<file path="src/rtl/cla_mod_counter_pkg.sv">
// ==================================================================
// Module   : cla_mod_counter_pkg
// Purpose  : shared encodings and helpers for the modulo counter
// Revision : 1.0
// ==================================================================
`default_nettype none

package cla_mod_counter_pkg;

  localparam int WIDTH = 4;

  typedef enum logic [1:0] {
    ST_IDLE = 2'b00,
    ST_RUN  = 2'b01,
    ST_DONE = 2'b10
  } state_t;

  localparam logic MODE_FREE    = 1'b0;
  localparam logic MODE_ONESHOT = 1'b1;

  // Loaded values never exceed the terminal value, so count stays in 0..mod_max.
  function automatic logic [WIDTH-1:0] clamp_to_max(input logic [WIDTH-1:0] val,
                                                    input logic [WIDTH-1:0] max);
    return (val > max) ? max : val;
  endfunction

endpackage

`default_nettype wire

</file>
<file path="src/rtl/cla_incr4.sv">
// ==================================================================
// Module   : cla_incr4
// Purpose  : combinational 4-bit carry-lookahead add-one (P=a, G=0, C0=1)
// Revision : 1.0
// ==================================================================
`default_nettype none

module cla_incr4 (
  input  logic [3:0] a,
  output logic [3:0] sum,
  output logic       cout
);

  logic [4:0] w_carry;

  assign w_carry[0] = 1'b1;

  // With G=0 and C0=1 every lookahead carry collapses to the AND of the lower bits.
  generate
    for (genvar i = 1; i <= 4; i++) begin : g_carry
      assign w_carry[i] = &a[i-1:0];
    end
  endgenerate

  assign sum  = a ^ w_carry[3:0];
  assign cout = w_carry[4];

endmodule

`default_nettype wire

</file>
<file path="src/rtl/cla_mod_counter.sv">
// ==================================================================
// Module   : cla_mod_counter
// Purpose  : 4-bit programmable modulo counter, free-run or one-shot
// Revision : 1.0
// ==================================================================
`default_nettype none

module cla_mod_counter #(
  parameter int               WIDTH     = 4,
  parameter logic [WIDTH-1:0] RESET_VAL = '0
) (
  input  logic             clk,
  input  logic             rst_n,
  input  logic             en,
  input  logic             start,
  input  logic             stop,
  input  logic             mode,
  input  logic             load,
  input  logic [WIDTH-1:0] load_val,
  input  logic [WIDTH-1:0] mod_max,
  output logic [WIDTH-1:0] count,
  output logic             tc,
  output logic             busy,
  output logic             done
);

  import cla_mod_counter_pkg::*;

  state_t           r_state;
  logic             r_mode;
  logic [WIDTH-1:0] r_count;
  logic             r_tc;
  logic [WIDTH-1:0] w_next;
  logic             w_cout;
  logic             w_at_max;

  cla_incr4 u_incr (
    .a    (r_count),
    .sum  (w_next),
    .cout (w_cout)
  );

  // cout only rises at 4'hF, which already satisfies count >= mod_max.
  assign w_at_max = (r_count >= mod_max) | w_cout;

  always_ff @(posedge clk or negedge rst_n) begin
    if (!rst_n) begin
      r_state <= ST_IDLE;
      r_mode  <= MODE_FREE;
      r_count <= RESET_VAL;
      r_tc    <= 1'b0;
    end else begin
      r_tc <= 1'b0;
      if (load) begin
        r_count <= clamp_to_max(load_val, mod_max);
        if (start) begin
          r_state <= ST_RUN;
          r_mode  <= mode;
        end
      end else if (start) begin
        r_count <= '0;
        r_mode  <= mode;
        r_state <= ST_RUN;
      end else if (stop) begin
        r_state <= ST_IDLE;
      end else if ((r_state == ST_RUN) && en) begin
        if (w_at_max) begin
          if (r_mode == MODE_ONESHOT) begin
            r_state <= ST_DONE;
          end else begin
            r_count <= '0;
            r_tc    <= 1'b1;
          end
        end else begin
          r_count <= w_next;
        end
      end
    end
  end

  assign count = r_count;
  assign tc    = r_tc;
  assign busy  = (r_state == ST_RUN);
  assign done  = (r_state == ST_DONE);

endmodule

`default_nettype wire
</file>
<file path="config.mk">
export PLATFORM = sky130hd
export DESIGN_NAME = cla_mod_counter
export DESIGN_NICKNAME = d
export VERILOG_FILES = /design/src/rtl/cla_mod_counter_pkg.sv /design/src/rtl/cla_incr4.sv /design/src/rtl/cla_mod_counter.sv
export SDC_FILE = /design/constraint.sdc
export NUM_CORES = 1
export LEC_CHECK = 0
export ABC_AREA = 1
export BUFFER_PORTS_ARGS = -buffer_cell sky130_fd_sc_hd__buf_2
export CORE_MARGIN = 8
export CORE_UTILIZATION = 45
export CTS_CLUSTER_DIAMETER = 120
export DETAILED_ROUTE_END_ITERATION = 8
export GPL_TIMING_DRIVEN = 0
export PLACE_DENSITY = 0.79
export SYNTH_ARGS = -nofsm -noshare
export SYNTH_HDL_FRONTEND = slang
export SYNTH_SLANG_ARGS = --single-unit
</file>
<file path="constraint.sdc">
create_clock -name clk -period 1.52 [get_ports clk]
set_input_delay 0.304 -clock clk [delete_from_list [all_inputs] [get_ports clk]]
set_output_delay 0.304 -clock clk [all_outputs]
set_load 0.1 [all_outputs]
</file>
## After elaboration in Yosys (flattened, before gate mapping)

Cells that the tools add are included.

- Flip-flop bits (word level): 8
- Output and inout port bits: 7
- Logic and storage cells: 43

- Order comparisons: 2
- Eq/ne operators: 5
- Muxes and demuxes: 20
- Bitwise logic cells: 2
- Reduce and logical (&&, ||, !) cells: 10

Operator list:

| operator | count |
|---|---|
| two-way mux 4 bit | 7 |
| two-way mux 2 bit | 7 |
| nonzero test 3 bit | 4 |
| AND reduction 4 bit | 2 |
| two-way mux 1 bit | 6 |
| AND reduction 3 bit | 2 |
| >= comparator 4 bit | 1 |
| > comparator 4 bit | 1 |
| != test 4 bit, second input constant | 1 |
| bitwise XOR 4 bit | 1 |
| != test 3 x 2 -> 1 bit, second input constant | 1 |
| equality test 2 x 1 -> 1 bit, second input constant | 1 |
| equality test 2 bit, second input constant | 1 |
| != test 2 bit, second input constant | 1 |
| AND reduction 2 bit | 1 |
| logical AND 1 bit | 1 |
| OR 1 bit | 1 |

## Depth between registers and ports, before layout

Gate-level depths: netlist of run 1.

- Word-level depth: 7
- Depth in mapped cells: 13
- Mapped depth without buffers: 13

## Hierarchy

From an unflattened synthesis of run 1, not the netlist that was laid out.

- Cell total of the unflattened synthesis: 118
- Area, all modules: 805.8 µm²

By module, submodules not included:

| module | times used | cells each | area each (µm²) |
|---|---|---|---|
| cla_mod_counter | 1 | 107 | 747.0 |
| cla_incr4 | 1 | 11 | 58.8 |

## Least setup slack after synthesis of run 1

Ideal clock, no wire load.

- Path type: register -> register
- Start point: register r_count[3] (netlist: count[3])
- End point: register r_count[3] (netlist: count[3])
- Library setup time: 121 ps
- Arrival time: 2015 ps
- Required time: 1399 ps
- Setup slack: -616 ps
- Cell stages (with the launch flop): 10
- Buffers on the path: 1
- Cells stage by stage: dfrtp_1 > ha_1 > a21oi_1 > and2_4 > buf_6 > nand2_4 > nand2_4 > nand2_4 > nand3_1 > nand2_1

- Longest elaborated chain between the ends: 7
- Elaborated cells on any way between the ends: 11

RTL lines:

| what | line | text |
|---|---|---|
| start: declaration | cla_mod_counter.sv:31 | `logic [WIDTH-1:0] r_count;` |
| start signal: assignment | cla_mod_counter.sv:55 | `r_count <= clamp_to_max(load_val, mod_max);` |
| start signal: assignment | cla_mod_counter.sv:75 | `r_count <= w_next;` |
| >= comparator 4 bit or AND reduction 4 bit (tied branches) | cla_mod_counter.sv:44, cla_incr4.sv:21 |  |
| OR 1 bit | cla_mod_counter.sv:44 | `assign w_at_max = (r_count >= mod_max) \| w_cout;` |
| two-way mux 4 bit | cla_mod_counter.sv:67 | `if (w_at_max) begin` |
| two-way mux 4 bit | cla_mod_counter.sv:66 | `end else if ((r_state == ST_RUN) && en) begin` |
| two-way mux 4 bit | cla_mod_counter.sv:64 | `end else if (stop) begin` |
| two-way mux 4 bit | cla_mod_counter.sv:60 | `end else if (start) begin` |
| two-way mux 4 bit | cla_mod_counter.sv:54 | `if (load) begin` |

Parallel ways exist; a longest one is shown, timed or not. The select of a mux whose other input is x is not followed.
A chain may end at the register's enable or synchronous reset.

## Worst setup path after layout of run 1

- Start point: register r_count[0] (netlist: count[0])
- End point: register r_count[0] (netlist: count[0])

Same word-level chain as after synthesis.

==> flow_summary.yaml, run 1 <==
global_routing:
  wire_length_of_the_first_global_routing_pass_um: 3040
  number_of_antenna_violations_at_the_first_check_in_global_routing: 0
  first_global_vias: 751
  maximum_number_of_pins_on_one_net_before_global_route_repair: 10
  global_route.usage.total_pct: 11.4
  grt_remaining_overflow: 0
critical_path:
  crit_path_cell_trace: "inv_4 -> ha_4 -> o21ai_2 -> nand2_2 -> nand2_4 -> nand2_4 -> nand2_4 -> nand2_4 -> nand2_4 -> nand2_1 -> nand2_1"
  worst_setup_path_start_kind: "register"
  critical_path.startpoint: "count[0]"
  crit_arrival_ns: 1.69
  cpMaxStageDelayCell: "sky130_fd_sc_hd__dfrtp_4"
  timing.setup.critical_path_class: "register to register"
  r2r_start: "count[0]"
  setup.worst_path.end: "count[0]"
  reg2reg_slack_ns: 0.03
  rr_endpoint: "count[0]"
  path_max_fanout: 6
  worstRegToRegCells: 11
  worst_path_largest_cell_delay_ns: 0.50
  critPathMostFrequentCell: "sky130_fd_sc_hd__nand2_4"
  end_kind: "register"
  worst-endpoint-required_ns: 1.72
clocking:
  ctsRootBufferMaster: "sky130_fd_sc_hd__clkbuf_4"
  clkSlewWorstSetupHoldPaths_ns: 0.07
  clock-sinks: 8
  cts.path.max_buffers: 2
  clk_latency_ns: 0.26
  numCtsBuffers: 3
  clock_tree_from_tritoncts: "done"
  htree_levels: 1
final_layout:
  area_used_by_multi_input_combinational_logic_um2: 551
  area.sequential_um2: 215
  final_core_utilization_pct: 61.6
  syn2layout_area_growth_pct: 33.2
  postLayoutCellArea_mm2: 0.00103
  diodes: 0
  fill_cells: 154
  number_of_nets_in_the_final_layout: 163
  final_layout_size_suffix_gt1_share_pct: 35.8
sta:
  timing_worst_slew_pin_value_ns: 0.495
  final_hold_viol_count: 0
  max_clock_freq_mhz: 669
  setup-violations-final: 0
  worst_clock_skew_ns: 0.0109
  post-route-min-period_ns: 1.49
  slew_headroom_pct: 67.2
  drv_slew: 0
  finalCritPeriodShare_pct: 98.3
  grt_setup_unrepaired: "true"
synthesis:
  synth_top_family_by_area: "simple AND/OR/NAND/NOR gates"
  post_synth.cell_area_avg_um2: 6.97
  synth-compound-area-share_pct: 4.21
  syn_inst: 111
  synth_area_leaders: "sky130_fd_sc_hd__dfrtp_1 (26%), sky130_fd_sc_hd__ha_1 (16%), sky130_fd_sc_hd__nand2_1 (15%)"
  synth_seq_area_share_pct: 25.9
  yosys.cell_types.count: 19
  synthesis.area_um2: 773
  synth_top_area_cell: "sky130_fd_sc_hd__dfrtp_1"
  synth.top_cell.area_share_pct: 25.9
  synthAdderAreaFrac_pct: 16.2
  mappedNetlistNets: 136
  synth_mux_area_share_pct: 0
  simple_logic_cell_fraction_of_the_synthesized_area_pct: 40.3
  ys.warnings.count: 0
  seq_cells_post_synth: 8
  synth_xor_area_share_pct: 1.13
power_and_ir_drop:
  switching_share_of_power_pct: 49.7
  power_leakage_uw: 0.000589
  cellInternalPower_uw: 523
  switching_power_uw: 516
  comb_power_share_pct: 54.4
  pwr-share-seq_pct: 28.0
  p_total_uw: 1040
  share_clk_of_total_power_pct: 17.7
  peakVddDrop_mv: 0.725
  power_per_cell_area_mw_per_mm2: 1010
floorplanning:
  die_wd_um: 57.5
  initial_utilization_pct: 46.3
  design.portCount: 22
  floorplan.die_area_mm2: 0.00330
  core_region_area_mm2: 0.00167
  chipHeight_um: 57.5
  core.rowCount: 15
placed_design:
  routabilityCongestion: 0.784
  dpl.hpwl_um: 1400
  placement.io_buffers: 20
  detailed_place.area_um2: 943
route:
  detail_route.first_pass.iterations: 4
  drcViolationCount: 0
  wl_per_cell_um: 11.6
  route.antenna.remaining_nets: 0
  drtIter0Drc: 13
  drt-total-wl_um: 1780
  vias_per_cell: 4.94
  via_count: 761
outcome:
  status: "complete, no violations"
worst_hold_path:
  hold_path_class: "input port to register"
  hold_sp: "mode"
flow_run:
  cap_violations: 0
## synthesized netlist by cell type (all sizes together)
library cell and n:
a22oi 1, nand4 4, ha 10, nor4 1, nand3 16, buf 2, o21ai 3, xor2 1
dfrtp 8, and2 1, a21oi 2, nand2 36, inv 21, nor2 5
## worst min path at each step
stage	end	slack [ns]	cells after the start
after detailed placement	r_state[0]	0.15	1
after global routing	r_mode	0.25	3
after floorplan	r_mode	0.008	0
after CTS	r_mode	0.27	3
final	r_mode	0.27	3
after global placement	r_state[1]	0.15	1
## critical path: cells and delay by family, from the launching register on
kind            cells  cell delay (ns)
compound gates      1             0.12
buf+inv             1             0.07
flops               1             0.50
simple gates        8             0.55
fa+ha+maj           1             0.19
## power by group through the flow
stage	clock network (uW)	registers, uW	logic [uW]
final	183	291	565
after global routing	210	294	620
after CTS	187	292	547
after detailed placement	0	297	519
after global placement	0	296	507
after floorplan	0	437	282
## what timing repair did
| item | in CTS | in global routing |
|---|---|---|
| hold buffers | 1 | 0 |
| setup buffers | 1 | 1 |
| gates resized for setup | 7 | 3 |
| setup endpoints to repair | 6 | 6 |
| endpoints found under the hold margin | 8 | 0 |
| pin swaps | 6 | 3 |
## sequential cells by signal, indices dropped and copies added (netlist names)
name	flops
r_mode	1
r_state	2
tc	1
count	4
## layout make-up
type	instances	area share (%)
Buffer	1	0.486
Sequential cell	8	20.9
Multi-Input combinational cell	80	53.5
Tap cell	17	2.07
Clock buffer	4	2.55
Inverter	21	7.90
Timing Repair Buffer	23	12.6
## through the flow
| step | std cells | hold WS [ns] | worst slack (ns) | setup TNS (ns) |
|---|---|---|---|---|
| final | 154 | 0.268 | 0.0255 | 0 |
| after global routing | 154 | 0.252 | -0.0784 | -0.276 |
| after CTS | 153 | 0.265 | 0.00000555 | 0 |
| after detailed placement | 148 | 0.153 | -0.111 | -0.411 |
| after global placement | 148 | 0.151 | -0.0801 | -0.297 |
| after floorplan | 111 | 0.00841 | -0.155 | -0.869 |
## kinds of logic (layout without fill, tap and decap cells)
family | count (synthesis) | after routing
adder cells (fa/ha/maj) | 10 | 10
XOR/XNOR | 1 | 1
flip-flops | 8 | 8
AND/OR/NAND/NOR | 63 | 63
AO/OA/AOI/OAI | 6 | 6
buffers and inverters | 23 | 49
## placed cells by master, fill, tap and decap left out, drive strengths merged
cell type and count:
buf 23, nand4 4, nand3 16, a21oi 2, a22oi 1, inv 21
dlygate4sd3 1, and2 1, clkbuf 4, nor2 5, nor4 1, xor2 1
ha 10, nand2 36, dfrtp 8, o21ai 3
## metal layers
metal / vias up / track usage [%] / part of all wire (%)
li1: 411 / - / -
met1: 330 / 12.9 / 44
met2: 16 / 19.1 / 51
met3: 4 / 2.69 / 4.6
met4: 0 / 6.07 / 1.1
met5: - / 0 / 0
Power figures use the tool's default switching activity.
==> run 2, diff against run 1 <==
- CORE_UTILIZATION: 45 -> 50
- PLACE_DENSITY: 0.79 -> 0.83
- SETUP_SLACK_MARGIN: default -> 0.4
- clock period: 1.52 -> 1.5 ns (I/O delays scaled with it)
==> flow_summary.yaml, run 2 (same netlist as run 1, synthesis figures left out) <==
global_routing:
  number_of_antenna_violations_at_the_first_check_in_global_routing: 0
  wire_length_of_the_first_global_routing_pass_um: 3590
  global_route.usage.total_pct: 13.6
  maximum_number_of_pins_on_one_net_before_global_route_repair: 10
  first_global_vias: 845
  grt_remaining_overflow: 0
placed_design:
  post-place-ws_ns: -0.151
  dpl.hpwl_um: 1500
  dp_cells: 147
  placement.io_buffers: 20
  routabilityCongestion: 0.826
  detailed_place.area_um2: 943
sta:
  setup-violations-final: 4
  grt_setup_unrepaired: "true"
  final_hold_viol_count: 0
  finalWorstSetupSlack_ns: -0.0826
  slew_headroom_pct: 68.6
  max_clock_freq_mhz: 632
  worst_clock_skew_ns: 0.00282
  timing_worst_slew_pin_value_ns: 0.470
  tns_ns: -0.310
  drv_slew: 0
  finalCritPeriodShare_pct: 106
  post-route-min-period_ns: 1.58
final_layout:
  final_layout_size_suffix_gt1_share_pct: 43.2
  postLayoutCellArea_mm2: 0.00121
  largest_register_ffs: 4
  final_cells: 162
  layout_common_cells: "sky130_fd_sc_hd__nand2_1 (28), sky130_fd_sc_hd__inv_1 (18), sky130_fd_sc_hd__buf_2 (14), sky130_fd_sc_hd__nand3_1 (14)"
  syn2layout_area_growth_pct: 56.3
  number_of_nets_in_the_final_layout: 172
  layout_commonest_cell: "sky130_fd_sc_hd__nand2_1"
  diodes: 0
floorplanning:
  initial_utilization_pct: 52.6
  die_wd_um: 55.3
  core.rowCount: 14
  design.portCount: 22
  chipHeight_um: 55.3
  floorplan.die_area_mm2: 0.00306
  core_region_area_mm2: 0.00147
critical_path:
  worst_setup_path_start_kind: "register"
  timing.critical_path.buf_inv: 1
  crit_arrival_ns: 1.73
  crit_path_cell_trace: "ha_4 -> a21oi_2 -> and2_4 -> buf_6 -> nand2_4 -> nand2_4 -> nand2_4 -> nand2_4 -> nand2_1 -> nand2_1"
  timing.setup.critical_path_class: "register to register"
  end_kind: "register"
  cpMaxStageDelayCell: "sky130_fd_sc_hd__dfrtp_4"
  worst_path_largest_cell_delay_ns: 0.49
  cpLargestDelayFamily: "simple AND/OR/NAND/NOR gates"
  path_max_fanout: 5
  worst-endpoint-required_ns: 1.65
  critPathMostFrequentCell: "sky130_fd_sc_hd__nand2_4"
route:
  detail_route.first_pass.iterations: 4
  drt-total-wl_um: 2280
  wl_per_cell_um: 14.1
  via_count: 864
  drtIter0Drc: 23
  route.antenna.remaining_nets: 0
  drcViolationCount: 0
  vias_per_cell: 5.33
clocking:
  clkSlewWorstSetupHoldPaths_ns: 0.05
  cts.path.max_buffers: 2
  ctsRootBufferMaster: "sky130_fd_sc_hd__clkbuf_4"
  htree_levels: 1
  numCtsBuffers: 3
  clk_latency_ns: 0.26
  clock-sinks: 8
  clock_tree_from_tritoncts: "done"
power_and_ir_drop:
  power_per_cell_area_mw_per_mm2: 1030
  peakVddDrop_mv: 0.847
  power_leakage_uw: 0.000664
  p_total_uw: 1240
worst_hold_path:
  hold_path_class: "input port to register"
outcome:
  failed_checks: "setup timing"
  status: "finished with violations"
flow_run:
  cap_violations: 0
[run 2: cell types whose count changed in the layout (fill, tap and decap cells not counted), sizes merged]
cell / before / now
buf: 23 / 32
[run 2: worst register-to-register path, stage by stage, from the launching register on]
cell                      delay, ns
sky130_fd_sc_hd__dfrtp_4       0.49
sky130_fd_sc_hd__ha_4          0.28
sky130_fd_sc_hd__a21oi_2       0.04
sky130_fd_sc_hd__and2_4        0.13
sky130_fd_sc_hd__buf_6         0.12
sky130_fd_sc_hd__nand2_4       0.08
sky130_fd_sc_hd__nand2_4       0.05
sky130_fd_sc_hd__nand2_4       0.10
sky130_fd_sc_hd__nand2_4       0.07
sky130_fd_sc_hd__nand2_1       0.08
sky130_fd_sc_hd__nand2_1       0.05
[run 2: cell type report]
cell class / instances / area, um2
multi-input cells: 80 / 549
plain buffers: 2 / 16.3
well taps: 16 / 20.0
clock buffers: 4 / 26.3
fillers: 99 / 263
inverters: 21 / 81.3
flip-flops and latches: 8 / 218
repair buffers: 31 / 298
[run 2: power breakdown]
part           internal, uW  switching [uW]  total, uW
clock                   102            75.9        178
combinational           310             452        763
sequential              258            42.0        300
[run 2: per-stage QoR]
stage	util (%)	hold slack, ns
after global routing	82.1	0.277
after CTS	76.9	0.282
after global placement	64.1	0.145
after detailed placement	64.1	0.147
final	82.1	0.284
after floorplan	-	0.00441
[run 2: worst paths after layout]
check / start / endpoint / slack, ns / depth (start not counted)
max: count[3] / count[1] / -0.08 / 10
min: mode / r_mode / 0.28 / 3
max reg2reg: count[3] / count[1] / -0.08 / 10
min reg2reg: r_mode / tc / 0.54 / 1
max in group asynchronous: rst_n / count[0] / 0.91 / 2
min in group asynchronous: rst_n / count[3] / 0.41 / 2
[run 2: per-layer routing]
layer	track usage [%]	vias to the layer above	part of all wire, %
li1	-	427	-
met1	14.3	406	39
met2	25.0	29	55
met3	3.65	2	5.5
met4	4.93	0	0.26
met5	0	-	0
[run 2: what timing repair did]
action / CTS / global route
setup buffers: 6 / 4
hold buffers: 1 / 0
resized for setup: 28 / 14
setup endpoints to repair: 14 / 14
pin swaps: 4 / 4
endpoints found under the hold margin: 8 / 0
==> run 3, diff against run 2 <==
- CORE_UTILIZATION: 50 -> 51
- PLACE_DENSITY: 0.83 -> 0.84
- SYNTH_HIERARCHICAL: default -> 1
==> flow_summary.yaml, run 3 <==
clocking:
  numCtsBuffers: 3
  clock_tree_from_tritoncts: "done"
  htree_levels: 1
  clock-sinks: 8
  cts.path.max_buffers: 2
  clkSlewWorstSetupHoldPaths_ns: 0.05
  ctsRootBufferMaster: "sky130_fd_sc_hd__clkbuf_4"
  clk_latency_ns: 0.25
sta:
  tns_ns: -0.615
  slew_headroom_pct: 80.3
  post-route-min-period_ns: 1.65
  drv_slew: 0
  final_hold_viol_count: 0
  timing_worst_slew_pin_value_ns: 0.295
  worst_clock_skew_ns: 0.00355
  setup-violations-final: 5
  finalWorstSetupSlack_ns: -0.151
  holdWs_ns: 0.288
  grt_setup_unrepaired: "true"
  max_clock_freq_mhz: 606
  finalCritPeriodShare_pct: 110
floorplanning:
  floorplan.die_area_mm2: 0.00311
  die_wd_um: 55.8
  initial_utilization_pct: 54.1
  chipHeight_um: 55.8
  core_region_area_mm2: 0.00149
  design.portCount: 22
  core.rowCount: 14
global_routing:
  number_of_antenna_violations_at_the_first_check_in_global_routing: 0
  global_route.usage.total_pct: 14.1
  maximum_number_of_pins_on_one_net_before_global_route_repair: 11
  wire_length_of_the_first_global_routing_pass_um: 3640
  first_global_vias: 873
  grt_remaining_overflow: 0
placed_design:
  dpl.hpwl_um: 1520
  routabilityCongestion: 0.825
  post-place-ws_ns: -0.0976
  placement.io_buffers: 21
power_and_ir_drop:
  cellInternalPower_uw: 688
  share_clk_of_total_power_pct: 13.4
  peakVddDrop_mv: 0.815
  power_leakage_uw: 0.000661
  pwr-share-seq_pct: 24.2
  comb_power_share_pct: 62.4
  power_per_cell_area_mw_per_mm2: 1000
  switching_power_uw: 597
  switching_share_of_power_pct: 46.5
critical_path:
  path_max_fanout: 5
  reg2reg_slack_ns: -0.15
  worst-endpoint-required_ns: 1.68
  crit_arrival_ns: 1.83
  critPathMostFrequentCell: "sky130_fd_sc_hd__nand2_2"
  worst_path_largest_cell_delay_ns: 0.51
  cpMaxStageDelayCell: "sky130_fd_sc_hd__dfrtp_4"
  timing.setup.critical_path_class: "register to register"
  crit_path_cell_trace: "ha_4 -> inv_2 -> nor2_1 -> nor2_1 -> nand2_2 -> inv_2 -> nand2_1 -> nand2_1 -> nand2_2 -> nand2_4 -> nand2_2 -> nand2_2"
  end_kind: "register"
  worst_setup_path_start_kind: "register"
route:
  drcViolationCount: 0
  detail_route.first_pass.iterations: 4
  route.antenna.remaining_nets: 0
  drt-total-wl_um: 2620
  drtIter0Drc: 33
  vias_per_cell: 5.32
  wl_per_cell_um: 15.3
  via_count: 910
synthesis:
  synth.top_cell.area_share_pct: 24.8
  synth_ff_type: "sky130_fd_sc_hd__dfrtp_1"
  synth_area_leaders: "sky130_fd_sc_hd__dfrtp_1 (25%), sky130_fd_sc_hd__nand2_1 (16%), sky130_fd_sc_hd__ha_1 (16%)"
  post_synthesis_async_set_or_reset_flop_share_pct: 100
  synth-edff-count: 0
  yosys.cell_types.count: 18
  ys.warnings.count: 6
  synth_common_cells: "sky130_fd_sc_hd__nand2_1 (35), sky130_fd_sc_hd__inv_1 (23), sky130_fd_sc_hd__nand3_1 (18)"
  post_synth.cell_area_avg_um2: 6.83
  synth.most_common_cell: "sky130_fd_sc_hd__nand2_1"
  mappedNetlistNets: 143
  synthesis.area_um2: 806
  syn_inst: 118
  seq_cells_post_synth: 8
  synth_top_area_cell: "sky130_fd_sc_hd__dfrtp_1"
  synth_seq_area_share_pct: 24.8
final_layout:
  layout_common_cells: "sky130_fd_sc_hd__nand2_1 (32), sky130_fd_sc_hd__inv_1 (18), sky130_fd_sc_hd__nand3_1 (17), sky130_fd_sc_hd__buf_2 (14), sky130_fd_sc_hd__nand2_2 (9)"
  layout_commonest_cell: "sky130_fd_sc_hd__nand2_1"
  syn2layout_area_growth_pct: 58.9
  area.sequential_um2: 216
  fill_cells: 96
  largest_register_ffs: 4
  area_used_by_multi_input_combinational_logic_um2: 599
  diodes: 0
  final_layout_size_suffix_gt1_share_pct: 47.1
  number_of_nets_in_the_final_layout: 181
outcome:
  failed_checks: "setup timing"
  status: "finished with violations"
flow_run:
  cap_violations: 0
worst_hold_path:
  hold_path_class: "input port to register"
run 3: worst paths after layout:
| path | start | to | cells after the start |
|---|---|---|---|
| max in group asynchronous | rst_n | count[0] | 2 |
| setup / recovery | count[1] | count[1] | 12 |
| min in group asynchronous | rst_n | r_state[1] | 2 |
| setup reg to reg | count[1] | count[1] | 12 |
| hold / removal | mode | r_mode | 3 |
| hold reg to reg | r_mode | tc | 1 |
run 3: area by class of cell:
cell class | instances | area share, %
clock buffer | 4 | 2.05
inverter | 25 | 7.53
multi-input combinational | 85 | 46.8
sequential | 8 | 16.9
tap | 16 | 1.56
timing repair buffer | 33 | 25.1
run 3: layer usage:
metal  vias to the layer above  wire (um)  GRT usage (%)  part of all wire (%)
met5                         -          0              0                     0
met4                         0         56           5.28                   2.1
met3                         8        152           5.48                   5.8
met2                        38       1500           25.8                    57
met1                       419        913           13.9                    35
li1                        445          -              -                     -
run 3: kinds of logic after synthesis:
family / share of synthesized area, %
buffers and inverters: 11.6
adder cells (fa/ha/maj): 15.5
AO/OA/AOI/OAI: 6.52
AND/OR/NAND/NOR: 41.5
flip-flops: 24.8
run 3: critical path: cells and delay by family, from the launching register on:
family	cells	cell delay, ns
AND/OR/NAND/NOR	9	0.77
flip-flops	1	0.51
adder cells (fa/ha/maj)	1	0.19
buffers and inverters	2	0.11
run 3: what timing repair did:
item,in CTS,in global routing
buffers inserted,3,8
pin swaps,1,7
endpoints found under the setup margin,14,14
gates resized for setup,28,16
hold buffers,1,0
endpoints found under the hold margin,8,0
run 3: power by group through the flow:
stage | combinational [uW] | sequential, uW | clock [uW]
after floorplan | 297 | 447 | 0
after global placement | 533 | 305 | 0
after detailed placement | 549 | 309 | 0
after CTS | 666 | 308 | 179
after global routing | 854 | 315 | 195
final | 801 | 311 | 172
run 3: through the flow:
stage | std cells | area, um2 | util [%] | total power, uW
CTS | 163 | 1160 | 78.2 | 1150
finish | 171 | 1280 | 86.0 | 1280
global route | 171 | 1280 | 86.0 | 1360
detailed placement | 155 | 995 | 66.8 | 858
floorplan | 118 | 870 | - | 744
global placement | 155 | 995 | 66.8 | 838
